[config.mk]
export PLATFORM = sky130hd
export DESIGN_NAME = pwm_multi_channel_flat
export DESIGN_NICKNAME = d
export VERILOG_FILES = /design/src/rtl/pwm_if.sv /design/src/rtl/pwm_multi_channel.sv /design/src/flat_wrapper.sv
export SDC_FILE = /design/constraint.sdc
export NUM_CORES = 1
export LEC_CHECK = 0
export ABC_AREA = 1
export CORE_MARGIN = 1
export CORE_UTILIZATION = 40
export CTS_BUF_LIST = sky130_fd_sc_hd__clkbuf_8
export CTS_CLUSTER_SIZE = 12
export DETAILED_ROUTE_END_ITERATION = 8
export GPL_ROUTABILITY_DRIVEN = 0
export PLACE_DENSITY = 0.65
export SKIP_LAST_GASP = 1
export SLEW_MARGIN = 10
export SYNTH_ARGS = -nofsm -noshare
export SYNTH_HDL_FRONTEND = slang
export SYNTH_SLANG_ARGS = --single-unit
[constraint.sdc]
create_clock -name clk -period 1.9 [get_ports clk]
set_clock_uncertainty 0.2 [all_clocks]
set_input_delay 0.19 -clock clk [delete_from_list [all_inputs] [get_ports clk]]
set_output_delay 0.19 -clock clk [all_outputs]
set_load 0.01 [all_outputs]
[src/rtl/pwm_if.sv]
// pwm_if: control inputs and PWM outputs of the multi-channel PWM block.
interface pwm_if #(
    parameter int NUM_CH = 4,
    parameter int CNT_W  = 8
);
    logic                    en;
    logic                    load;
    logic [CNT_W-1:0]        period;
    logic [NUM_CH*CNT_W-1:0] duty;
    logic                    center_mode;
    logic [NUM_CH-1:0]       pwm_out;
    logic                    period_end;
    logic                    load_ack;

    modport master (
        output en, load, period, duty, center_mode,
        input  pwm_out, period_end, load_ack
    );

    modport slave (
        input  en, load, period, duty, center_mode,
        output pwm_out, period_end, load_ack
    );
endinterface

[src/rtl/pwm_multi_channel.sv]
// pwm_multi_channel: shared period counter, NUM_CH duty comparators, edge/centre modes,
// with shadow registers that take effect only at a period boundary.
module pwm_multi_channel #(
    parameter int NUM_CH = 4,
    parameter int CNT_W  = 8
) (
    input logic  clk,
    input logic  rst,
    pwm_if.slave bus
);
    localparam logic [CNT_W-1:0] one = CNT_W'(1);

    logic [CNT_W-1:0]        cnt, p_act, p_sh;
    logic [NUM_CH*CNT_W-1:0] d_act, d_sh;
    logic                    dir, cm_act, cm_sh, pending;
    logic                    centre, wrap, apply_in, apply_sh;
    logic [NUM_CH-1:0]       cmp;

    // Centre mode with P<=1 degenerates to a plain wrap at cnt==P.
    always_comb begin
        centre   = cm_act && (p_act > one);
        wrap     = bus.en && (centre ? (dir && cnt == one) : (cnt == p_act));
        apply_in = bus.load && (!bus.en || wrap);
        apply_sh = wrap && pending && !bus.load;
    end

    genvar i;
    for (i = 0; i < NUM_CH; i++) begin : g_cmp
        assign cmp[i] = cnt < d_act[i*CNT_W +: CNT_W];
    end

    always_ff @(posedge clk or negedge rst) begin
        if (!rst) begin
            cnt            <= '0;
            dir            <= 1'b0;
            p_act          <= '0;
            d_act          <= '0;
            cm_act         <= 1'b0;
            p_sh           <= '0;
            d_sh           <= '0;
            cm_sh          <= 1'b0;
            pending        <= 1'b0;
            bus.pwm_out    <= '0;
            bus.period_end <= 1'b0;
            bus.load_ack   <= 1'b0;
        end else begin
            bus.pwm_out    <= bus.en ? cmp : '0;
            bus.period_end <= wrap;
            bus.load_ack   <= apply_in || apply_sh;
            if (!bus.en || wrap) begin
                cnt <= '0;
                dir <= 1'b0;
            end else if (dir) begin
                cnt <= cnt - one;
            end else if (centre && cnt == p_act) begin
                dir <= 1'b1;
                cnt <= cnt - one;
            end else begin
                cnt <= cnt + one;
            end
            if (apply_in) begin
                p_act   <= bus.period;
                d_act   <= bus.duty;
                cm_act  <= bus.center_mode;
                pending <= 1'b0;
            end else if (apply_sh) begin
                p_act   <= p_sh;
                d_act   <= d_sh;
                cm_act  <= cm_sh;
                pending <= 1'b0;
            end else if (bus.load) begin
                p_sh    <= bus.period;
                d_sh    <= bus.duty;
                cm_sh   <= bus.center_mode;
                pending <= 1'b1;
            end
        end
    end
endmodule

[src/flat_wrapper.sv]
// flat-port wrapper written by rule: the top's interface ports become plain ports
module pwm_multi_channel_flat 
#(
    parameter int NUM_CH = 4,
    parameter int CNT_W  = 8
)
  (clk, rst, bus_en, bus_load, bus_period, bus_duty, bus_center_mode, bus_pwm_out, bus_period_end, bus_load_ack);
  pwm_if #(.NUM_CH(NUM_CH), .CNT_W(CNT_W)) bus_i ();
  input logic clk;
  input logic rst;
  input wire logic [$bits(bus_i.en)-1:0] bus_en;
  input wire logic [$bits(bus_i.load)-1:0] bus_load;
  input wire logic [$bits(bus_i.period)-1:0] bus_period;
  input wire logic [$bits(bus_i.duty)-1:0] bus_duty;
  input wire logic [$bits(bus_i.center_mode)-1:0] bus_center_mode;
  output wire logic [$bits(bus_i.pwm_out)-1:0] bus_pwm_out;
  output wire logic [$bits(bus_i.period_end)-1:0] bus_period_end;
  output wire logic [$bits(bus_i.load_ack)-1:0] bus_load_ack;
  assign bus_i.en = bus_en;
  assign bus_i.load = bus_load;
  assign bus_i.period = bus_period;
  assign bus_i.duty = bus_duty;
  assign bus_i.center_mode = bus_center_mode;
  assign bus_pwm_out = bus_i.pwm_out;
  assign bus_period_end = bus_i.period_end;
  assign bus_load_ack = bus_i.load_ack;
  pwm_multi_channel #(.NUM_CH(NUM_CH), .CNT_W(CNT_W)) u_core (.clk(clk), .rst(rst), .bus(bus_i));
endmodule
==> flow_summary_export.csv <==
group,metric,value,unit
clock_tree,cts.htree.levels,3,
logic_synthesis,ys_async_sr_fraction,100,%
worst_setup_path,worstSetupEndpointType,"register",
logic_synthesis,synth_edf_count,0,
placement,dp_slack,-66.6,ps
global_route,track_usage,19.9,%
sta,grt_setup_unrepaired,"true",
sta,fin_ws,-129,ps
logic_synthesis,synthFlopType,"dfrtp_1",
finish,fin_area,7090,sq um
logic_synthesis,synth_area_leaders,"dfrtp_1 (43%), nand2_1 (22%), ha_1 (6.9%)",
finish,drive_gt1_share,17.0,%
route,vias_per_cell,4.94,
sta,hold-worst-slack,52.9,ps
route,postRouteAntennaNets,0,
sta,setup_viol,86,
worst_setup_path,critPathMaxFanout,8,
clock_tree,cts_tree,"yes",
logic_synthesis,yosys.cell_count.top_type,"nand2_1",
die,die_h,121,microns
die,initial_core_util,40.9,%
sta,drv_slew,0,
route,num_vias,4903,
logic_synthesis,ys_seq_area_share,43.4,%
logic_synthesis,yosysWarnings,0,
global_route,antenna_found_initial,0,
worst_setup_path,critPathRequiredTime,1970,ps
clock_tree,clock_sinks,98,
pwr,p_per_area,1060,nW/um^2
worst_setup_path,r2r_cells,14,
clock_tree,cts_buffer_depth,2,
placement,placed_area,6600,sq um
finish,area_growth,25.5,%
placement,port_buffers,50,
sta,fin_crit,2030,ps
die,dieArea,14600,sq um
outcome,status,"complete, but fails checks",
route,drc,0,
sta,fmax,0.493,GHz
route,drt_wl_total,14.2,mm
finish,n_antenna_cell,0,
die,rows,43,
run,drv_cap,0,
worst_setup_path,crit_arrival,2100,ps
clock_tree,cts_buffers,9,
global_route,grt_pass1_vias,4648,
pwr,leakagePower,3.72,nW
die,coreArea,13800,sq um
sta,fin_crit_sh,107,%
route,drtIter0Drc,265,
sta,tightest_slew,427,ps
logic_synthesis,ys_types,27,
logic_synthesis,ys_top_cells_by_count,"nand2_1 (328), dfrtp_1 (98), nand3_1 (66), inv_1 (47), ha_1 (31)",
route,dr.pass1.iters,5,
finish,final_util,51.3,%
worst_setup_path,critPathKind,"reg -> reg",
route,routedWlPerCell,14.3,microns
logic_synthesis,syn_inst,730,
worst_setup_path,rrSetupSlack,-130,ps
logic_synthesis,netlist.area_leader.share,43.4,%
logic_synthesis,syn_area_per_cell,7.74,sq um
clock_tree,clk_latency,380,ps
die,pin_count,51,
logic_synthesis,netlist_area,5650,sq um
outcome,violations,"negative setup slack",
worst_hold_path,holdCritPathClass,"in -> async",
finish,fillers,1335,
placement,dp_hpwl,9.31,mm
pwr,total_power,7.54,mW
sta,slew_headroom,71.3,%
logic_synthesis,syn-num-nets,806,
logic_synthesis,synth_seq_cells,98,
die,die_x,121,microns
pwr,peakVddDrop,0.000453,V
global_route,grt_pass1_wl,22.8,mm
worst_setup_path,cp-start-kind,"register",
sta,finalHoldViolCount,0,
clock_tree,cts.clk_slew.worst_paths,100,ps
global_route,overflow,0,
logic_synthesis,synth_top_area_cell,"dfrtp_1",
global_route,grt_max_degree,48,
finish,nets,885,
clock_tree,cts-root-buf,"clkbuf_8",
==> cells in the final DEF (no fill, tap or decap), drive strengths merged, types with 9 or more instances in the layout <==
| cell | count |
|---|---|
| nand2 | 331 |
| dfrtp | 98 |
| nand3 | 93 |
| inv | 52 |
| buf | 52 |
| clkdlybuf4s50 | 48 |
| ha | 31 |
| a21oi | 23 |
| nor2 | 19 |
| o21ai | 15 |
| clkbuf | 13 |
| xor2 | 9 |
==> layout make-up <==
type                       count  area [sq um]  area share [%]
tap                          180           225            3.18
inverter                      51           203            2.86
clock inverter                 5          47.5           0.670
sequential                    98          2450            34.6
clock buffer                  10           138            1.94
timing repair buffer         105          1130            15.9
multi-input combinational    544          2900            40.9
==> path summary, 6_finish.rpt <==
check                              endpoint       startpoint
min reg2reg                 u_core.d_act[4]  u_core.d_act[4]
min                         u_core.d_sh[26]              rst
max in group asynchronous   u_core.p_act[0]              rst
max                        u_core.d_act[21]  u_core.p_act[5]
min in group clk             u_core.p_sh[6]    bus_period[6]
max reg2reg                u_core.d_act[21]  u_core.p_act[5]
==> cell families (layout without fill, tap and decap cells) <==
family          Yosys count  count (layout)  share of synthesized area (%)
compound gates           46              46                           4.49
xor+xnor                 15              15                           2.32
fa+ha+maj                31              31                           6.86
buf+inv                  88             171                           7.70
flops                    98              98                           43.4
simple gates            452             452                           35.2
==> where the power goes <==
group	internal, mW	switching [mW]	leakage [nW]
sequential	2.66	0.390	1.24
combinational	1.40	1.74	2.37
clock	0.625	0.721	0.105
total	4.69	2.85	3.72
==> state kept, by name, summed over array words and instances, names as in the netlist, 4 cells and up <==
register            cells
u_core.d_act           32
u_core.d_sh            32
u_core.cnt              8
u_core.p_act            8
u_core.p_sh             8
u_core.bus.pwm_out      4
==> stage by stage <==
stage	setup TNS, ps	instances
after floorplan	0	730
after global placement	-719	969
after detailed placement	-725	969
after CTS	-1460	987
after global routing	-17630	993
final	-6450	993
==> what timing repair did <==
action / CTS / global route
pin swaps: 0 / 12
hold buffers: 2 / 0
endpoints found under the hold margin: 100 / 0
setup buffers: 1 / 2
cloned: 0 / 5
setup endpoints to repair: 82 / 91
resized for setup: 3 / 52
==> metal layers <==
layer / wire length (microns) / vias up / track usage, %
met1: 6960 / 2322 / 28.2
met3: 504 / 16 / 3.57
li1: - / 2470 / -
met4: 156 / 0 / 5.63
met2: 6550 / 95 / 30.9
met5: 0 / - / 0
==> critical path, stage by stage, from the launching register on <==
cell	delay [ps]
dfrtp_1	430
buf_6	130
inv_2	30
nand2_1	40
nand2_1	80
nand2_2	70
nor2_4	120
nand3_2	110
nand3_4	190
nand2_8	110
clkbuf_16	190
nand2_2	60
nand2_1	50
nand2_1	60
nand2_1	60
(Power assumes the default switching activity.)
